**src/rtl/value_seq_detect_if.sv**
```systemverilog
// Symbol stream in, match pulse/count/fill out, grouped for the detector.
// Latency: n/a (wiring only).
// Backpressure: none; the upstream qualifies symbols with in_valid only.
interface value_seq_detect_if #(
  parameter int CNT_W = 8
) ();
  logic             in_valid;
  logic [1:0]       in;
  logic             clr;
  logic             match;
  logic [CNT_W-1:0] match_cnt;
  logic [2:0]       fill;

  // Upstream / stimulus side
  modport master (
    output in_valid, in, clr,
    input  match, match_cnt, fill
  );

  // Detector side
  modport slave (
    input  in_valid, in, clr,
    output match, match_cnt, fill
  );
endinterface

```
**src/rtl/value_seq_detect.sv**
```systemverilog
// Detects a programmable 4-symbol sequence (overlapping) in a qualified 2-bit stream.
// Latency: match pulses 1 cycle after the edge accepting the 4th symbol; all outputs registered.
// Backpressure: none; symbols are accepted on every edge with in_valid=1.
module value_seq_detect #(
  parameter logic [7:0] PATTERN = 8'b00_01_10_11,
  parameter int         CNT_W   = 8
) (
  input  logic              sys_clock,
  input  logic              sys_rst,
  value_seq_detect_if.slave bus
);

  logic [7:0]       hist_q;
  logic [2:0]       fill_q;
  logic             match_q;
  logic [CNT_W-1:0] cnt_q;

  logic [7:0]       next_hist;
  logic             hit;

  // History as it would look after accepting the current symbol, and whether that
  // completes the pattern; fill gating stops reset zeros from forming a false match.
  always_comb begin
    next_hist = {hist_q[5:0], bus.in};
    hit       = (fill_q >= 3'd3) && (next_hist == PATTERN);
  end

  // State update: reset beats clr beats accept; a symbol arriving with clr is dropped.
  always_ff @(posedge sys_clock) begin
    if (sys_rst || bus.clr) begin
      hist_q  <= 8'd0;
      fill_q  <= 3'd0;
      match_q <= 1'b0;
      cnt_q   <= '0;
    end else if (bus.in_valid) begin
      hist_q  <= next_hist;
      if (fill_q != 3'd4) begin
        fill_q <= fill_q + 3'd1;
      end
      match_q <= hit;
      if (hit && (cnt_q != {CNT_W{1'b1}})) begin
        cnt_q <= cnt_q + 1'b1;
      end
    end else begin
      match_q <= 1'b0;
    end
  end

  assign bus.match     = match_q;
  assign bus.match_cnt = cnt_q;
  assign bus.fill      = fill_q;

endmodule
```
**src/flat_wrapper.sv**
```systemverilog
// flat-port wrapper written by rule: the top's interface ports become plain ports
module value_seq_detect_flat 
#(
  parameter logic [7:0] PATTERN = 8'b00_01_10_11,
  parameter int         CNT_W   = 8
)
  (sys_clock, sys_rst, bus_in_valid, bus_in, bus_clr, bus_match, bus_match_cnt, bus_fill);
  value_seq_detect_if #(.CNT_W(CNT_W)) bus_i ();
  input  logic sys_clock;
  input  logic sys_rst;
  input wire logic [$bits(bus_i.in_valid)-1:0] bus_in_valid;
  input wire logic [$bits(bus_i.in)-1:0] bus_in;
  input wire logic [$bits(bus_i.clr)-1:0] bus_clr;
  output wire logic [$bits(bus_i.match)-1:0] bus_match;
  output wire logic [$bits(bus_i.match_cnt)-1:0] bus_match_cnt;
  output wire logic [$bits(bus_i.fill)-1:0] bus_fill;
  assign bus_i.in_valid = bus_in_valid;
  assign bus_i.in = bus_in;
  assign bus_i.clr = bus_clr;
  assign bus_match = bus_i.match;
  assign bus_match_cnt = bus_i.match_cnt;
  assign bus_fill = bus_i.fill;
  value_seq_detect #(.PATTERN(PATTERN), .CNT_W(CNT_W)) u_core (.sys_clock(sys_clock), .sys_rst(sys_rst), .bus(bus_i));
endmodule
```
**config.mk**
```make
export PLATFORM = sky130hd
export DESIGN_NAME = value_seq_detect_flat
export DESIGN_NICKNAME = d
export VERILOG_FILES = /design/src/rtl/value_seq_detect_if.sv /design/src/rtl/value_seq_detect.sv /design/src/flat_wrapper.sv
export SDC_FILE = /design/constraint.sdc
export NUM_CORES = 1
export LEC_CHECK = 0
export ABC_AREA = 1
export CORE_MARGIN = 2
export CORE_UTILIZATION = 30
export DETAILED_ROUTE_END_ITERATION = 8
export PLACE_DENSITY_LB_ADDON = 0.1
export SYNTH_ARGS = -nofsm -noshare
export SYNTH_HDL_FRONTEND = slang
export SYNTH_SLANG_ARGS = --single-unit
```
**constraint.sdc**
```tcl
create_clock -name sys_clock -period 2 [get_ports sys_clock]
set_input_delay 0.5 -clock sys_clock [delete_from_list [all_inputs] [get_ports sys_clock]]
set_output_delay 0.5 -clock sys_clock [all_outputs]
set_load 0.03 [all_outputs]
```
# Yosys cells after proc, flatten, opt, wreduce, memory -nomap -nowiden
# Index checks and enable logic that the tools add are counted.
[classes]
n_addsub = 2
n_lt_le_gt_ge = 1
n_eq_ne = 3
bitwise_logic = 1
n_reduce_logical = 6
[op_table]
columns = ["cell", "n"]
rows = [
  ["8-bit by 1-bit adder with 8-bit output, second input constant", 1],
  ["8-bit by 5-bit equality test with 1-bit output, second input constant", 1],
  ["8-bit != test, second input constant", 1],
  ["2-bit AND reduction", 2],
  ["3-bit by 1-bit adder with 3-bit output, second input constant", 1],
  ["3-bit by 2-bit greater-or-equal comparator with 1-bit output, second input constant", 1],
  ["3-bit != test, second input constant", 1],
  ["1-bit logical AND", 2],
  ["2-bit OR reduction", 1],
  ["1-bit logical OR", 1],
  ["1-bit inverter", 1],
]
[totals]
reg_bits = 18
input_bits = 6

# Longest topological paths before layout
# Gate-level depths: netlist (run 1).
[logic_depth]
word_depth = 4
mapped_depth = 11
depth_no_buf = 10

# Worst setup path before layout (run 1)
# Ideal clock, no wire load.
[synth_path]
path_kind = "register to register"
startpoint = "register u_core.fill_q[0], in the netlist u_core.bus.fill[0]"
endpoint = "register u_core.cnt_q[2], in the netlist u_core.bus.match_cnt[2]"
arrival_ns = 1.522
t_required_ns = 1.890
path_slack_ns = 0.369
path_stages_with_launch = 11
n_path_buf = 1
period_less_slack_ns = 1.631
cell_sequence = "dfxtp_1 > ha_1 > ha_1 > nor2_1 > nand2_1 > nand2_2 > nor2_8 > buf_8 > nand4_1 > nand2_1 > nor2_1"
[synth_via]
elab_chain_cells = 4
[synth_rtl]
columns = ["item", "line_no", "source"]
rows = [
  ["from (decl)", "value_seq_detect.sv:14", "logic [2:0] fill_q;"],
  ["from (signal assigned)", "value_seq_detect.sv:38", "fill_q <= fill_q + 3'd1;"],
  ["3-bit by 2-bit greater-or-equal comparator with 1-bit output", "value_seq_detect.sv:25", "hit = (fill_q >= 3'd3) && (next_hist == PATTERN);"],
  ["1-bit logical AND", "value_seq_detect.sv:25", ""],
  ["1-bit logical AND", "value_seq_detect.sv:41", "if (hit && (cnt_q != {CNT_W{1'b1}})) begin"],
  ["2-bit AND reduction (no source line)", "n/a", ""],
  ["to (signal assigned)", "value_seq_detect.sv:42", "cnt_q <= cnt_q + 1'b1;"],
  ["to (decl)", "value_seq_detect.sv:16", "logic [CNT_W-1:0] cnt_q;"],
]
# Every way passes these cells.
# A chain may end at the register's enable or synchronous reset.

# Worst setup path after layout (run 1)
[layout_path]
startpoint = "register u_core.cnt_q[6], in the netlist u_core.bus.match_cnt[6]"
endpoint = "output bus_match_cnt[6]"
[layout_rtl]
columns = ["item", "line_no", "source"]
rows = [
  ["to (decl)", "flat_wrapper.sv:15", "output wire logic [$bits(bus_i.match_cnt)-1:0] bus_match_cnt;"],
]
# No word-level cell between the ends.

==> results of run 1 <==
## metal layers
| layer | routed length, um | track usage [%] | vias up |
|---|---|---|---|
| met5 | 0 | 0 | - |
| met4 | 15 | 3.73 | 0 |
| met3 | 97 | 4.41 | 2 |
| met2 | 898 | 18.4 | 22 |
| met1 | 811 | 13.4 | 367 |
| li1 | - | - | 463 |
## area by class of cell
cell class	instances	area, um2	share of cell area (%)
repair buffers	19	188	15.5
flip-flops and latches	18	360	29.8
clock buffers	3	22.5	1.86
inverters	27	101	8.38
multi-input cells	88	483	39.9
well taps	44	55.1	4.55
## power by group through the flow
| stage | clock [uW] | combinational [uW] | sequential, uW |
|---|---|---|---|
| after CTS | 202 | 60.5 | 370 |
| after detailed placement | 0 | 60.4 | 379 |
| after floorplan | 0 | 32.3 | 383 |
| after global placement | 0 | 60.1 | 378 |
| final | 186 | 59.2 | 370 |
| after global routing | 218 | 66.6 | 372 |
## cell families after synthesis
group	synth area share (%)
and+or+nand+nor	35.5
buffers and inverters	14.0
adders and majority gates	5.10
AOI/OAI and AO/OA	8.67
DFF	36.7
## state kept, by name (all words and copies together) (netlist names)
name                  cells
u_core.bus.match          1
u_core.hist_q             6
u_core.bus.fill           3
u_core.bus.match_cnt      8
## worst max path at each step
| stage | startpoint | slack [ns] | to | cells past startpoint |
|---|---|---|---|---|
| floorplan | u_core.bus.fill[0] | 0.37 | u_core.bus.match_cnt[2] | 10 |
| global placement | bus_in_valid | 0.16 | u_core.bus.match_cnt[1] | 8 |
| detailed placement | bus_in_valid | 0.14 | u_core.bus.match_cnt[1] | 8 |
| CTS | u_core.bus.match_cnt[6] | 0.05 | bus_match_cnt[6] | 1 |
| global route | u_core.bus.fill[2] | 0.007 | bus_fill[2] | 1 |
| finish | u_core.bus.match_cnt[6] | 0.09 | bus_match_cnt[6] | 1 |
## worst min-delay path, stage by stage (launching register included)
cell                      delay (ns)
sky130_fd_sc_hd__dfxtp_1        0.32
sky130_fd_sc_hd__inv_1          0.06
sky130_fd_sc_hd__a21oi_1        0.06
## stage by stage
step | hold slack [ns] | area [um2]
after detailed placement | 0.463 | 1180
after floorplan | 0.448 | 981
after global routing | 0.513 | 1210
after CTS | 0.479 | 1210
after global placement | 0.462 | 1180
final | 0.479 | 1210
## cell usage in the layout, fill, tap and decap left out, drive strengths merged
master         netlist  layout
nor2                20      20
nand3                9       9
buf                  4       2
nand3b               1       1
dlymetal6s2s         0       1
nand4                6       6
ha                   4       4
o211ai               1       1
dfxtp               18      18
nand2               30      30
o21ai                5       5
inv                 27      27
clkdlybuf4s50        0      16
nor3                 2       2
clkbuf               0       3
a211oi               1       1
a21oi                9       9
==> load_flow_metrics.sql, run 1 <==
INSERT INTO impl_metrics (metric_group, metric, value, unit) VALUES
('worst_setup_path', 'timing.setup.critical_path_class', 'reg2out', ''),
('power_and_ir_drop', 'power.share.sequential', '60.2', '%'),
('final_layout', 'fill_cells', '332', ''),
('grt', 'vias_in_the_first_global_route', '721', ''),
('yosys', 'synth_sequential_area_ratio', '36.7', '%'),
('cts', 'htreeDepth', '1', ''),
('power_and_ir_drop', 'p_int', '461', 'uW'),
('worst_setup_path', 'critical_path.n_buffers_inverters', '1', ''),
('worst_hold_path', 'worst_hold_startpoint', 'u_core.hist_q[2]', ''),
('yosys', 'synth.top_cells.by_area', 'sky130_fd_sc_hd__dfxtp_1 37%, sky130_fd_sc_hd__nand2_1 11%, sky130_fd_sc_hd__inv_1 9.9%', ''),
('worst_setup_path', 'critical_path.max_stage_delay', '0.70', 'ns'),
('grt', 'wire_length_of_the_first_global_routing_pass', '3.08', 'mm'),
('power_and_ir_drop', 'total_power_density_per_cell_area', '508', 'nW/um2'),
('final_layout', 'antennaDiodeCount', '0', ''),
('sta', 'max_slew.worst_pin.slew', '0.323', 'ns'),
('power_and_ir_drop', 'clkPwrFrac', '30.2', '%'),
('yosys', 'synth_enable_flop_cells', '0', ''),
('worst_setup_path', 'crit-reg2reg-capture', 'u_core.bus.match_cnt[5]', ''),
('run_status', 'status', 'completed', ''),
('drt', 'detail_route.first_pass.iterations', '4', ''),
('cts', 'worst_setup_hold_path_clk_slew', '0.11', 'ns'),
('sta', 'setup_viol', '0', ''),
('yosys', 'netlist.top_cell.by_area', 'sky130_fd_sc_hd__dfxtp_1', ''),
('yosys', 'synthesis.instances', '137', ''),
('worst_hold_path', 'holdPathEnd', 'u_core.hist_q[2]', ''),
('yosys', 'synth_area', '981', 'um2'),
('sta', 'finalCriticalPeriod', '1.91', 'ns'),
('drt', 'drt_iter0_drc', '23', ''),
('drt', 'antenna_left', '0', ''),
('place', 'place_ws', '0.141', 'ns'),
('worst_setup_path', 'critical_path_fanouts_max', '5', ''),
('cts', 'cts_made_buffers', '3', ''),
('sta', 'setup-tns-final', '0', 'ns'),
('grt', 'grt-ovfl-total', '0', ''),
('place', 'place.port_buffers', '17', ''),
('cts', 'post_cts_buffers', '0', ''),
('grt', 'number_of_antenna_violations_at_the_first_check_in_global_routing', '0', ''),
('worst_setup_path', 'cp-start-kind', 'flop', ''),
('power_and_ir_drop', 'static-leakage-power', '0.000542', 'uW'),
('sta', 'period_share', '95.6', '%'),
('yosys', 'synth_flop_cell', 'sky130_fd_sc_hd__dfxtp_1', ''),
('yosys', 'ys.warnings.count', '0', ''),
('floorplanning', 'start_util', '31.9', '%'),
('place', 'detailed_place_hpwl', '1.37', 'mm'),
('sta', 'slew_viol_final', '0', ''),
('worst_setup_path', 'cp.arrival', '1.41', 'ns'),
('sta', 'timing.slew.headroom', '78.5', '%'),
('cts', 'worst_skew_pair.late_latency', '0.30', 'ns'),
('drt', 'wl', '1.82', 'mm'),
('yosys', 'dominant_cell_by_count_in_the_synthesized_netlist', 'sky130_fd_sc_hd__nand2_1', ''),
('grt', 'grtUsageTotal', '11.2', '%'),
('power_and_ir_drop', 'share_of_total_power_in_combinational_logic', '9.6', '%'),
('yosys', 'postSynthAreaPerCell', '7.16', 'um2'),
('sta', 'clock.fmax', '0.523', 'GHz'),
('drt', 'vias_per_cell', '4.29', ''),
('cts', 'clkSinkCount', '18', ''),
('drt', 'wire_per_inst', '9.16', 'um'),
('sta', 'final.setup_skew', '0.00498', 'ns'),
('yosys', 'postSynthRegisterBits', '18', ''),
('floorplanning', 'die_h', '61.2', 'um'),
('floorplanning', 'die_width', '61.2', 'um'),
('worst_setup_path', 'cp_data_required_time', '1.50', 'ns'),
('worst_setup_path', 'r2r_cells', '10', ''),
('final_layout', 'layout-drive-gt1-share', '10.3', '%'),
('place', 'gp_congestion', '0.784', ''),
('cts', 'tritoncts', 'yes', ''),
('worst_setup_path', 'reg2reg_slack', '0.50', 'ns'),
('final_layout', 'final_cell_count_no_fill', '199', ''),
('cts', 'cts_resized', '0', ''),
('cts', 'cts-root-buf', 'sky130_fd_sc_hd__clkbuf_4', ''),
('floorplanning', 'floorplan.rows', '20', '');
Power figures use the tool's default switching activity.
==> run 2: changes to the inputs <==
--- a/config.mk
+++ b/config.mk
@@ -9,6 +9,7 @@
 export CORE_MARGIN = 2
 export CORE_UTILIZATION = 30
 export DETAILED_ROUTE_END_ITERATION = 8
+export DONT_BUFFER_PORTS = 1
 export PLACE_DENSITY_LB_ADDON = 0.1
 export SYNTH_ARGS = -nofsm -noshare
 export SYNTH_HDL_FRONTEND = slang
==> run 2 against run 1 <==
Sequential share of layout area is 2.2 points higher. Via count fell by 1.6%. Utilization shrank 2.7 points.
==> load_flow_metrics.sql, run 2 (synthesized netlist as in run 1, its figures left out) <==
INSERT INTO impl_metrics (metric_group, metric, value, unit) VALUES
('power_and_ir_drop', 'power.switching_fraction', '24.2', '%'),
('floorplanning', 'fp.coreArea', '3080', 'um2'),
('worst_setup_path', 'critical_path_fanouts_max', '15', ''),
('sta', 'setup_viol', '0', ''),
('sta', 'final.setup_skew', '0.000756', 'ns'),
('drt', 'wire_per_inst', '9.98', 'um'),
('sta', 'max_slew.worst_pin.slew', '0.316', 'ns'),
('drt', 'wl', '1.93', 'mm'),
('power_and_ir_drop', 'vdd.ir_drop.worst', '0.000353', 'V'),
('final_layout', 'fin_nets', '160', ''),
('cts', 'cts_resized', '0', ''),
('floorplanning', 'floorplan.rows', '20', ''),
('grt', 'grtUsageTotal', '11.9', '%'),
('place', 'dp_cells', '189', ''),
('drt', 'vias_per_cell', '4.35', ''),
('cts', 'tritoncts', 'yes', ''),
('cts', 'htreeDepth', '1', ''),
('cts', 'clockBufferDepth', '2', ''),
('power_and_ir_drop', 'total_power_density_per_cell_area', '576', 'nW/um2'),
('worst_setup_path', 'startpoint_of_the_worst_register_to_register_path', 'u_core.bus.fill[1]', ''),
('floorplanning', 'die_h', '61.2', 'um'),
('floorplanning', 'die_width', '61.2', 'um'),
('drt', 'met3_routed_wl', '109', 'um'),
('power_and_ir_drop', 'power.net_switching', '157', 'uW'),
('worst_setup_path', 'cp-start-kind', 'flop', ''),
('power_and_ir_drop', 'share_of_total_power_in_combinational_logic', '7.1', '%'),
('cts', 'worst_setup_hold_path_clk_slew', '0.11', 'ns'),
('final_layout', 'final_cell_mix', '28 x sky130_fd_sc_hd__nand2_1, 26 x sky130_fd_sc_hd__inv_1, 18 x sky130_fd_sc_hd__dfxtp_1, 16 x sky130_fd_sc_hd__nor2_1, 12 x sky130_fd_sc_hd__buf_4', ''),
('place', 'gp_congestion', '0.805', ''),
('worst_setup_path', 'r2r_cells', '10', ''),
('cts', 'cts_made_buffers', '3', ''),
('floorplanning', 'start_util', '31.9', '%'),
('sta', 'finalCriticalPeriod', '1.41', 'ns'),
('cts', 'cts-root-buf', 'sky130_fd_sc_hd__clkbuf_4', ''),
('sta', 'report.final.hold_viol_count', '0', ''),
('drt', 'met2WireLength', '968', 'um'),
('final_layout', 'final_common_cell', 'sky130_fd_sc_hd__nand2_1', ''),
('drt', 'route.top_layer_used', 'met4', ''),
('worst_setup_path', 'timing.critical_path.to_type', 'flop', ''),
('cts', 'post_cts_buffers', '0', ''),
('drt', 'route.layer.met1.wl', '830', 'um'),
('sta', 'period_share', '70.7', '%'),
('drt', 'post-route-drc-count', '0', ''),
('place', 'place.port_buffers', '0', ''),
('grt', 'wire_length_of_the_first_global_routing_pass', '3.22', 'mm'),
('worst_setup_path', 'reg2reg_slack', '0.59', 'ns'),
('sta', 'slew_viol_final', '0', ''),
('grt', 'grt_start_max_net_pins', '16', ''),
('cts', 'worst_skew_pair.late_latency', '0.29', 'ns'),
('run_status', 'status', 'completed', ''),
('sta', 'grt_setup_unrepaired', 'false', ''),
('final_layout', 'area.growth.synth_to_final', '14.8', '%'),
('grt', 'vias_in_the_first_global_route', '775', ''),
('worst_setup_path', 'timing.setup.critical_path_class', 'reg2reg', ''),
('sta', 'timing.slew.headroom', '78.7', '%'),
('final_layout', 'largest_register_ff_count', '8', ''),
('worst_hold_path', 'holdPathStages', '1', ''),
('worst_setup_path', 'cp.arrival', '1.66', 'ns'),
('sta', 'clock.fmax', '0.708', 'GHz'),
('floorplanning', 'io_pins', '18', ''),
('grt', 'number_of_antenna_violations_at_the_first_check_in_global_routing', '0', ''),
('worst_hold_path', 'worst_hold_startpoint', 'bus_in_valid', ''),
('final_layout', 'final_cell_count_no_fill', '193', ''),
('final_layout', 'antennaDiodeCount', '0', ''),
('cts', 'postCtsHoldBufs', '0', ''),
('place', 'detailed_place_hpwl', '1.43', 'mm'),
('drt', 'drt_iter0_drc', '29', ''),
('worst_setup_path', 'cp_data_required_time', '2.24', 'ns'),
('power_and_ir_drop', 'static-leakage-power', '0.000528', 'uW'),
('final_layout', 'layout-drive-gt1-share', '18.1', '%'),
('floorplanning', 'die_area', '3740', 'um2'),
('power_and_ir_drop', 'power.share.sequential', '56.8', '%'),
('drt', 'detail_route.first_pass.iterations', '4', ''),
('drt', 'via_count', '840', ''),
('power_and_ir_drop', 'clkPwrFrac', '36.1', '%'),
('worst_hold_path', 'holdCritPathClass', 'in2reg', ''),
('flow_run', 'max_cap_viol_count', '0', ''),
('worst_hold_path', 'holdPathEnd', 'u_core.hist_q[3]', ''),
('sta', 'setup-tns-final', '0', 'ns'),
('cts', 'clkSinkCount', '18', ''),
('worst_setup_path', 'crit-reg2reg-capture', 'u_core.bus.match_cnt[2]', ''),
('power_and_ir_drop', 'p_int', '492', 'uW'),
('drt', 'antenna_left', '0', ''),
('grt', 'grt-ovfl-total', '0', '');
## run 2: final cells by class
type / instances / area (um2)
clock buffers: 4 / 36.3
repair buffers: 12 / 90.1
multi-input cells: 88 / 483
fillers: 341 / 1950
flip-flops and latches: 18 / 360
inverters: 27 / 101
well taps: 44 / 55.1
## run 2: worst max-delay path by stage
stage | from | end | slack [ns] | cells after the start
2_1_floorplan | u_core.bus.fill[0] | u_core.bus.match_cnt[2] | 0.37 | 10
3_3_place_gp | u_core.bus.fill[1] | u_core.bus.match_cnt[1] | 0.60 | 9
3_5_place_dp | u_core.bus.fill[1] | u_core.bus.match_cnt[1] | 0.59 | 9
4_1_cts | u_core.bus.fill[1] | u_core.bus.match_cnt[3] | 0.57 | 10
5_1_grt | u_core.bus.fill[1] | u_core.bus.match_cnt[1] | 0.43 | 10
6_report | u_core.bus.fill[1] | u_core.bus.match_cnt[2] | 0.59 | 10
## run 2: critical path, stage by stage, from the launching register on
cell and delay, ns:
sky130_fd_sc_hd__dfxtp_1 0.35, sky130_fd_sc_hd__ha_1 0.16, sky130_fd_sc_hd__ha_1 0.14, sky130_fd_sc_hd__nor2_1 0.04, sky130_fd_sc_hd__nand2_1 0.07, sky130_fd_sc_hd__nand2_2 0.09
sky130_fd_sc_hd__nor2_8 0.23, sky130_fd_sc_hd__nand3_1 0.10, sky130_fd_sc_hd__nand2_1 0.07, sky130_fd_sc_hd__inv_1 0.03, sky130_fd_sc_hd__nor2_1 0.08
## run 2: power groups by stage
stage	Sequential [uW]	Clock, uW	Combinational [uW]
after detailed placement	377	0	46.8
after CTS	369	251	46.9
after global placement	377	0	46.0
after floorplan	383	0	32.3
after global routing	370	262	52.9
final	369	234	45.9
## run 2: per-layer routing
layer	track usage [%]	up-vias
met1	12.6	369
met3	5.46	2
li1	-	453
met4	2.80	0
met2	21.6	16
met5	0	-
## run 2: metrics by stage
stage	hold WS, ns	total power (uW)	util [%]	worst slack [ns]	area [um2]
after floorplan	0.448	415	-	0.369	981
after global placement	0.460	423	35.4	0.604	1090
after detailed placement	0.465	424	35.4	0.588	1090
after CTS	0.261	666	36.6	0.573	1130
after global routing	0.255	685	36.6	0.426	1130
final	0.274	649	36.6	0.587	1130
==> run 3: changes to the inputs <==
==> constraint.sdc (replaced) <==
create_clock -name sys_clock -period 1.4 [get_ports sys_clock]
set_input_delay 0.35 -clock sys_clock [delete_from_list [all_inputs] [get_ports sys_clock]]
set_output_delay 0.35 -clock sys_clock [all_outputs]
set_load 0.03 [all_outputs]
==> run 3 against run 2 <==
Combinational power increased by 63%. Utilization increased by 4.0 points. Register-to-register slack lost 0.52 ns. Critical path depth down 1. Clock power is 20% higher. Highest routed layer unchanged.
==> load_flow_metrics.sql, run 3 (synthesized netlist as in run 1, its figures left out) <==
INSERT INTO impl_metrics (metric_group, metric, value, unit) VALUES
('worst_setup_path', 'critical_path.max_stage_delay', '0.37', 'ns'),
('worst_hold_path', 'holdPathEnd', 'u_core.hist_q[3]', ''),
('grt', 'number_of_antenna_violations_at_the_first_check_in_global_routing', '0', ''),
('power_and_ir_drop', 'vdd.ir_drop.worst', '0.000523', 'V'),
('cts', 'worst_setup_hold_path_clk_slew', '0.12', 'ns'),
('drt', 'vias_per_cell', '4.42', ''),
('drt', 'antenna_left', '0', ''),
('worst_setup_path', 'critical-path-top-delay-family', 'simple AND/OR/NAND/NOR gates', ''),
('flow_run', 'max_cap_viol_count', '0', ''),
('drt', 'wl', '2.10', 'mm'),
('final_layout', 'final_area', '1250', 'um2'),
('power_and_ir_drop', 'p_int', '647', 'uW'),
('sta', 'setup-tns-final', '0', 'ns'),
('run_status', 'status', 'completed', ''),
('worst_setup_path', 'r2r_cells', '9', ''),
('worst_setup_path', 'cp.arrival', '1.56', 'ns'),
('grt', 'grt_start_max_net_pins', '15', ''),
('cts', 'tritoncts', 'yes', ''),
('power_and_ir_drop', 'clkPwrFrac', '32.0', '%'),
('final_layout', 'final_cell_mix', '26 x sky130_fd_sc_hd__inv_1, 26 x sky130_fd_sc_hd__nand2_1, 15 x sky130_fd_sc_hd__buf_4, 14 x sky130_fd_sc_hd__nor2_1, 11 x sky130_fd_sc_hd__dfxtp_1', ''),
('grt', 'grtUsageTotal', '13.1', '%'),
('sta', 'clock.fmax', '0.747', 'GHz'),
('place', 'detailed_place_hpwl', '1.44', 'mm'),
('sta', 'final.setup_skew', '0.0110', 'ns'),
('sta', 'slew_viol_final', '0', ''),
('sta', 'setup_viol', '0', ''),
('sta', 'setup_ws', '0.0620', 'ns'),
('worst_setup_path', 'timing.setup.critical_path_class', 'reg2reg', ''),
('sta', 'report.final.hold_viol_count', '0', ''),
('place', 'place_ws', '0.0114', 'ns'),
('final_layout', 'fin_nets', '165', ''),
('drt', 'wire_per_inst', '10.6', 'um'),
('sta', 'fin_hold_ws', '0.125', 'ns'),
('floorplanning', 'die_area', '3740', 'um2'),
('power_and_ir_drop', 'total_power_density_per_cell_area', '703', 'nW/um2'),
('sta', 'max_slew.worst_pin.slew', '0.379', 'ns'),
('cts', 'clockBufferDepth', '2', ''),
('grt', 'wire_length_of_the_first_global_routing_pass', '3.60', 'mm'),
('worst_hold_path', 'holdCritPathClass', 'in2reg', ''),
('floorplanning', 'die_width', '61.2', 'um'),
('drt', 'post-route-drc-count', '0', ''),
('power_and_ir_drop', 'total_power', '879', 'uW'),
('floorplanning', 'die_h', '61.2', 'um'),
('cts', 'worst_skew_pair.late_latency', '0.30', 'ns'),
('floorplanning', 'io_pins', '18', ''),
('cts', 'postCtsHoldBufs', '0', ''),
('place', 'gp_congestion', '0.780', ''),
('sta', 'period_share', '95.6', '%'),
('grt', 'grt-ovfl-total', '0', ''),
('worst_setup_path', 'cp-start-kind', 'flop', ''),
('worst_setup_path', 'cp_data_required_time', '1.62', 'ns'),
('cts', 'clkSinkCount', '18', ''),
('worst_hold_path', 'worst_hold_startpoint', 'bus_in_valid', ''),
('worst_setup_path', 'reg2reg_slack', '0.06', 'ns'),
('worst_setup_path', 'cp_common_cell', 'sky130_fd_sc_hd__ha_4', ''),
('power_and_ir_drop', 'power.net_switching', '231', 'uW'),
('power_and_ir_drop', 'power.switching_fraction', '26.3', '%'),
('worst_setup_path', 'worst_path_max_delay_cell', 'sky130_fd_sc_hd__dfxtp_4', ''),
('floorplanning', 'fp.coreArea', '3080', 'um2'),
('power_and_ir_drop', 'static-leakage-power', '0.000604', 'uW'),
('cts', 'htreeDepth', '1', ''),
('place', 'detailed_place.area', '1120', 'um2'),
('floorplanning', 'floorplan.rows', '20', ''),
('cts', 'cts-root-buf', 'sky130_fd_sc_hd__clkbuf_4', ''),
('worst_setup_path', 'critical_path.n_buffers_inverters', '0', ''),
('worst_setup_path', 'timing.critical_path.to_type', 'flop', ''),
('sta', 'finalCriticalPeriod', '1.34', 'ns'),
('worst_setup_path', 'crit-reg2reg-capture', 'u_core.bus.match_cnt[6]', ''),
('final_layout', 'largest_register_ff_count', '8', ''),
('worst_setup_path', 'startpoint_of_the_worst_register_to_register_path', 'u_core.bus.fill[1]', ''),
('power_and_ir_drop', 'share_of_total_power_in_combinational_logic', '8.5', '%'),
('drt', 'drt_iter0_drc', '43', ''),
('final_layout', 'layout-drive-gt1-share', '30.5', '%'),
('drt', 'detail_route.first_pass.iterations', '4', ''),
('final_layout', 'antennaDiodeCount', '0', ''),
('worst_setup_path', 'critical_path_fanouts_max', '7', ''),
('final_layout', 'area.growth.synth_to_final', '27.4', '%'),
('place', 'place.port_buffers', '0', ''),
('floorplanning', 'start_util', '31.9', '%'),
('drt', 'via_count', '875', ''),
('grt', 'vias_in_the_first_global_route', '814', ''),
('power_and_ir_drop', 'power.share.sequential', '59.5', '%'),
('worst_setup_path', 'worst_path_cell_chain', 'ha_4, ha_4, nor2_2, nand2_2, nand2_4, nor2_4, nand4_1, nand2_1, nor2_1', ''),
('worst_hold_path', 'holdPathStages', '1', ''),
('cts', 'cts_made_buffers', '3', ''),
('sta', 'timing.slew.headroom', '74.7', '%'),
('sta', 'grt_setup_unrepaired', 'true', '');
run 3: changes by cell type in the layout (fill, tap and decap cells not counted), moves of 3 or more:
cell                      change
sky130_fd_sc_hd__buf_4        +3
sky130_fd_sc_hd__dfxtp_1      -7
sky130_fd_sc_hd__dfxtp_2      +3
sky130_fd_sc_hd__dfxtp_4      +4
run 3: repair_timing:
action / in CTS / in global routing
buffers inserted: 2 / 1
gates cloned: 1 / 1
pin swaps: 1 / 14
resized for setup: 1 / 11
endpoints found under the hold margin: 0 / 0
endpoints found under the setup margin: 2 / 11
run 3: power by group through the flow:
stage                     registers (uW)  clock network [uW]  logic (uW)
after global placement               536                   0        64.7
after CTS                            523                 300        71.9
final                                523                 281        74.6
after global routing                 524                 328        85.6
after detailed placement             536                   0        65.0
after floorplan                      543                   0        46.2
run 3: layer usage:
layer | wire, um | part of all wire, % | global-route usage [%] | vias to the layer above
met5 | 0 | 0 | 0 | -
met4 | 2 | 0.095 | 2.80 | 0
met3 | 161 | 7.7 | 5.25 | 2
met2 | 1010 | 48 | 21.6 | 26
met1 | 930 | 44 | 16.2 | 379
li1 | - | - | - | 468
run 3: how the worst max path moves through the flow:
| stage | from | end | slack, ns | cells after the start |
|---|---|---|---|---|
| after floorplan | u_core.bus.fill[0] | u_core.bus.match_cnt[0] | 0.01 | 9 |
| after global placement | u_core.bus.fill[0] | u_core.bus.match_cnt[1] | 0.02 | 9 |
| after detailed placement | u_core.bus.fill[0] | u_core.bus.match_cnt[4] | 0.01 | 10 |
| after CTS | u_core.bus.match_cnt[0] | u_core.bus.match_cnt[1] | 0.004 | 8 |
| after global routing | u_core.bus.fill[1] | u_core.bus.match_cnt[6] | -0.06 | 9 |
| final | u_core.bus.fill[1] | u_core.bus.match_cnt[6] | 0.06 | 9 |
run 3: area by class of cell:
| class | instances | area (um2) |
|---|---|---|
| fillers | 340 | 1830 |
| multi-input cells | 90 | 576 |
| flip-flops and latches | 18 | 379 |
| repair buffers | 15 | 113 |
| inverters | 27 | 101 |
| well taps | 44 | 55.1 |
| clock buffers | 3 | 22.5 |
| clock inverters | 1 | 3.75 |
run 3: stage by stage:
step,utilization [%],instances
finish,40.6,198
global route,40.6,198
CTS,38.3,196
detailed placement,36.4,189
global placement,36.4,189
floorplan,-,137
